## src/rtl/vga_pattern_gen.sv

```systemverilog
// rtl/vga_pattern_gen.sv - parametrised raster timing and test-pattern generator
module vga_pattern_gen #(
  parameter int H_ACTIVE = 640,
  parameter int H_FP     = 16,
  parameter int H_SYNC   = 96,
  parameter int H_BP     = 48,
  parameter int V_ACTIVE = 480,
  parameter int V_FP     = 10,
  parameter int V_SYNC   = 2,
  parameter int V_BP     = 33,
  parameter bit H_POL    = 1'b0,
  parameter bit V_POL    = 1'b0,
  parameter int CW       = 4,
  parameter int CHK_LOG2 = 3,
  parameter int CNT_W    = 12
) (
  input  logic              clk,
  input  logic              rst,
  input  logic              pix_en,
  input  logic [1:0]        mode,
  input  logic [3*CW-1:0]   solid_rgb,
  output logic              hsync,
  output logic              vsync,
  output logic              de,
  output logic [CNT_W-1:0]  x,
  output logic [CNT_W-1:0]  y,
  output logic              line_start,
  output logic              frame_start,
  output logic [3*CW-1:0]   rgb
);

  localparam int H_TOTAL = H_ACTIVE + H_FP + H_SYNC + H_BP;
  localparam int V_TOTAL = V_ACTIVE + V_FP + V_SYNC + V_BP;

  localparam logic [CNT_W-1:0] H_ACT    = CNT_W'(H_ACTIVE);
  localparam logic [CNT_W-1:0] HS_START = CNT_W'(H_ACTIVE + H_FP);
  localparam logic [CNT_W-1:0] HS_END   = CNT_W'(H_ACTIVE + H_FP + H_SYNC);
  localparam logic [CNT_W-1:0] H_LAST   = CNT_W'(H_TOTAL - 1);
  localparam logic [CNT_W-1:0] V_ACT    = CNT_W'(V_ACTIVE);
  localparam logic [CNT_W-1:0] VS_START = CNT_W'(V_ACTIVE + V_FP);
  localparam logic [CNT_W-1:0] VS_END   = CNT_W'(V_ACTIVE + V_FP + V_SYNC);
  localparam logic [CNT_W-1:0] V_LAST   = CNT_W'(V_TOTAL - 1);
  localparam logic [CNT_W-1:0] BW_M1    = CNT_W'(H_ACTIVE / 8 - 1);

  logic [CNT_W-1:0] hc;
  logic [CNT_W-1:0] vc;
  logic [7:0]       fc;
  logic [1:0]       mode_q;
  logic [CNT_W-1:0] bar_cnt;
  logic [2:0]       bar_idx;

  logic             h_last;
  logic             v_last;
  logic             act;
  logic             at_origin;
  logic [1:0]       mode_eff;
  logic             chk;
  logic [CW-1:0]    r_c;
  logic [CW-1:0]    g_c;
  logic [CW-1:0]    b_c;

  assign h_last    = (hc == H_LAST);
  assign v_last    = (vc == V_LAST);
  assign act       = (hc < H_ACT) && (vc < V_ACT);
  assign at_origin = (hc == '0) && (vc == '0);
  // The frame's first pixel already uses the freshly sampled mode, so a frame is never split.
  assign mode_eff  = at_origin ? mode : mode_q;
  assign chk       = hc[CHK_LOG2] ^ vc[CHK_LOG2];

  // Raster counters, frame counter and per-frame mode capture.
  always_ff @(posedge clk) begin
    if (rst) begin
      hc     <= '0;
      vc     <= '0;
      fc     <= '0;
      mode_q <= '0;
    end else if (pix_en) begin
      hc <= h_last ? '0 : hc + 1'b1;
      if (h_last) begin
        vc <= v_last ? '0 : vc + 1'b1;
        if (v_last) fc <= fc + 1'b1;
      end
      if (at_origin) mode_q <= mode;
    end
  end

  // Bar index follows hc without a divider; it saturates at the last bar and rewinds each line.
  always_ff @(posedge clk) begin
    if (rst || (pix_en && h_last)) begin
      bar_cnt <= '0;
      bar_idx <= '0;
    end else if (pix_en && (hc < H_ACT) && (bar_idx != 3'd7)) begin
      if (bar_cnt == BW_M1) begin
        bar_cnt <= '0;
        bar_idx <= bar_idx + 1'b1;
      end else begin
        bar_cnt <= bar_cnt + 1'b1;
      end
    end
  end

  // Pattern colour for the current counter position.
  always_comb begin
    r_c = '0;
    g_c = '0;
    b_c = '0;
    case (mode_eff)
      2'd0: begin
        // Bar order white..black maps to inverted index bits: R=~b1, G=~b2, B=~b0.
        r_c = {CW{~bar_idx[1]}};
        g_c = {CW{~bar_idx[2]}};
        b_c = {CW{~bar_idx[0]}};
      end
      2'd1: begin
        r_c = hc[CW-1:0];
        g_c = vc[CW-1:0];
        b_c = fc[CW-1:0];
      end
      2'd2: begin
        r_c = {CW{chk}};
        g_c = {CW{chk}};
        b_c = {CW{chk}};
      end
      default: {r_c, g_c, b_c} = solid_rgb;
    endcase
  end

  // Registered outputs reflect the pixel the counters point at before they advance.
  always_ff @(posedge clk) begin
    if (rst) begin
      hsync       <= ~H_POL;
      vsync       <= ~V_POL;
      de          <= 1'b0;
      x           <= '0;
      y           <= '0;
      line_start  <= 1'b0;
      frame_start <= 1'b0;
      rgb         <= '0;
    end else if (pix_en) begin
      hsync       <= ((hc >= HS_START) && (hc < HS_END)) ? H_POL : ~H_POL;
      vsync       <= ((vc >= VS_START) && (vc < VS_END)) ? V_POL : ~V_POL;
      de          <= act;
      x           <= act ? hc : '0;
      y           <= act ? vc : '0;
      line_start  <= act && (hc == '0);
      frame_start <= at_origin;
      rgb         <= act ? {r_c, g_c, b_c} : '0;
    end
  end

endmodule
```

## config.mk

```make
export PLATFORM = sky130hd
export DESIGN_NAME = vga_pattern_gen
export DESIGN_NICKNAME = d
export VERILOG_FILES = /design/src/rtl/vga_pattern_gen.sv
export SDC_FILE = /design/constraint.sdc
export NUM_CORES = 1
export LEC_CHECK = 0
export ABC_AREA = 1
export CAP_MARGIN = 30
export CORE_MARGIN = 4
export CORE_UTILIZATION = 50
export CTS_CLUSTER_DIAMETER = 40
export DETAILED_ROUTE_END_ITERATION = 10
export GPL_TIMING_DRIVEN = 0
export PLACE_DENSITY = 0.82
export SYNTH_ARGS = -nofsm -noshare
export SYNTH_HDL_FRONTEND = slang
export SYNTH_SLANG_ARGS = --single-unit
```

## constraint.sdc

```tcl
create_clock -name clk -period 1.6 [get_ports clk]
set_input_delay 0.32 -clock clk [delete_from_list [all_inputs] [get_ports clk]]
set_output_delay 0.32 -clock clk [all_outputs]
set_load 0.1 [all_outputs]
```

==> results.cfg <==
[clocking]
clock_latency_ns = 0.38
cts_buffers = 9
h-tree-depth = 3
cts.reportedPaths.clkPinSlew_ns = 0.10
tritoncts = done
cts.sinks = 86
root_buffer = clkbuf_8
cts_hold_buf = 0
cts.path.max_buffers = 2

[worst_setup_path]
cp_top_family = simple AND/OR/NAND/NOR gates
path_class = flip-flop to flip-flop
crit_fanout = 5
critPathLaunchType = flip-flop
timing.critical_path.buf_inv = 3
cp_common_cell = nand2_2
worst-path-stages = 14
slowest_stage = dfxtp_1
ff2ff_path_depth = 14
critPathCaptureType = flip-flop
slowest_delay_ns = 0.33
cp_cell_sequence = inv_1 > nand2_2 > nor2_1 > nand2_1 > nor2_4 > nand2_2 > nand2_2 > nand2_4 > buf_4 > nand3b_1 > nand2_1 > inv_2 > nand2_2 > nand2_2
required_ns = 1.94
cp.arrival_ns = 2.28

[floorplan]
ioPinCount = 58
die_h_microns = 99.9
die_area_sq_um = 9990
die_w_microns = 99.9
row_count = 33
core_sq_um = 8220
initial_core_util_pct = 51.4

[layout]
area.growth.synth_to_final_pct = 45.4
num-nets-final = 708
drive_gt1_share_pct = 40.0
n_antenna_cell = 0
fillers = 524
stdcell_count = 793

[placement]
hpwl_microns = 7720
placedCellCount = 716
gp_congestion = 0.880
post-place-ws_ns = -0.292
io_buffer_count = 55

[synth]
yosysUniqueCellTypes = 43
syn_avg_cell_area_sq_um = 7.60
syn_inst = 556
synth_area_leaders = dfxtp_1 (41%), nand2_1 (10%), nor2_1 (5.1%)
synth_common_cells = nand2_1 (117), dfxtp_1 (86), nor2_1 (57)
synth-seq-cells = 86
synth_top_area_share_pct = 40.7
seq_area_frac_synth_pct = 40.7
yosysMostFrequentCell = nand2_1
syn_area_sq_um = 4230
synth_nets = 581
synthArstFlopShare_pct = 0
synthFlopType = dfxtp_1
synth_enable_flop_cells = 0
yosysWarnings = 0
synth_top_area_cell = dfxtp_1

[detailed_routing]
wire_per_inst_microns = 19.3
ant_nets = 0
drt_iter0_drc = 367
vias = 4785
drtPass1Iterations = 5
wirelength_microns = 15300
drt-vias-per-instance = 6.03
drc_errors = 0

[grt]
grt_pass1_vias = 4261
grt_pass1_wl_microns = 20100
antenna_found_initial = 0
grt_max_degree = 17
overflow = 0
grtUsageTotal_pct = 24.9

[timing]
period_share_pct = 122
fin_skew_ns = 0.0149
fin_crit_ns = 1.95
hold_violations = 0
setup_ws_ns = -0.349
setup_viol = 60
fin_hold_ws_ns = 0.289
slew_violations = 0
worst_slew_pin_slew_ns = 0.596
relSlewSlack_pct = 60.3
fin_tns_setup_ns = -9.68
rsz0062_at_grt = true
max_freq_mhz = 513

[hold_path]
hp-class = input port to flip-flop
min_path_cells = 2

[pwr]
p_per_area_nw_per_um2 = 858
total_power_mw = 5.27
vdd_drop_max_uv = 555
p_leak_nw = 2.68

[job]
drv_cap = 0

[run_status]
violations = negative setup slack
status = finished, violations left
state kept, by name (all words and copies together) (netlist names), 2 cells and up:
register	flops
x	12
rgb	12
bar_cnt	12
bar_idx	3
fc	4
vc	12
mode_q	2
y	12
hc	12
path summary, 6_finish.rpt:
check              start     end  slack [ns]
setup reg to reg  vc[10]  rgb[0]       -0.35
hold reg to reg    y[11]   y[11]        0.45
hold / removal    pix_en    y[9]        0.29
setup / recovery  vc[10]  rgb[0]       -0.35
placed cells by master (no fill, tap or decap), types with 6 or more instances in the layout:
cell	instances
a21oi_1	15
a32o_1	19
buf_2	33
buf_4	45
buf_6	22
clkbuf_1	6
clkbuf_8	9
clkdlybuf4s18_2	7
clkdlybuf4s50_1	14
clkinv_1	8
dfxtp_1	67
dfxtp_2	12
dfxtp_4	7
inv_1	41
inv_2	12
nand2_1	99
nand2_2	20
nand2_4	11
nand3_1	23
nand3_4	8
nand3b_1	13
nand4_1	12
nor2_1	43
nor2_4	18
nor3_1	16
o21ai_0	7
o21ai_2	14
logic make-up (layout without fill, tap and decap cells):
family / after synthesis / count (layout) / share of synthesized area (%)
AOI/OAI and AO/OA: 79 / 79 / 12.7
xor gates and xnor gates: 7 / 7 / 1.45
buffers and inverters: 86 / 217 / 9.03
and+or+nand+nor: 290 / 291 / 33.7
DFF: 86 / 86 / 40.7
adders and majority gates: 8 / 8 / 2.37
worst register-to-register path, cell delays in order (launching register included):
cell and delay (ns):
dfxtp_1 0.33, inv_1 0.14, nand2_2 0.13, nor2_1 0.18, nand2_1 0.12, nor2_4 0.16
nand2_2 0.12, nand2_2 0.11, nand2_4 0.07, buf_4 0.15, nand3b_1 0.10, nand2_1 0.09
inv_2 0.07, nand2_2 0.07, nand2_2 0.06
report_power, final:
| part | internal [mW] | switching, mW | total (mW) |
|---|---|---|---|
| Combinational | 0.410 | 0.850 | 1.26 |
| Sequential | 2.19 | 0.0502 | 2.24 |
| Clock | 0.899 | 0.869 | 1.77 |
final cells by class:
type | count | area (sq um) | share of cell area (%)
multi-input combinational | 385 | 2680 | 43.5
clock inverter | 7 | 100 | 1.63
buffer | 17 | 138 | 2.24
clock buffer | 9 | 124 | 2.02
tap | 105 | 131 | 2.14
timing repair buffer | 116 | 935 | 15.2
sequential | 86 | 1760 | 28.7
inverter | 68 | 280 | 4.56
metal layers:
metal  vias to the layer above  wire [microns]  global-route usage [%]
met5                         -               0                       0
met4                         0             753                    10.2
met3                        73            1270                    6.25
met2                       305            7830                    43.0
met1                      2290            5450                    29.4
li1                       2117               -                       -
per-stage QoR:
stage / util (%) / instance area [sq um]
after floorplan: - / 4250
after global placement: 60.0 / 4930
after detailed placement: 60.0 / 4930
after CTS: 69.5 / 5710
after global routing: 74.8 / 6150
final: 74.8 / 6150
repair_timing:
| action | in CTS | in global routing |
|---|---|---|
| gates resized for setup | 225 | 155 |
| setup endpoints to repair | 105 | 97 |
| gates cloned | 5 | 1 |
| buffers inserted | 28 | 28 |
| pin swaps | 23 | 53 |
Power figures use the tool's default switching activity.
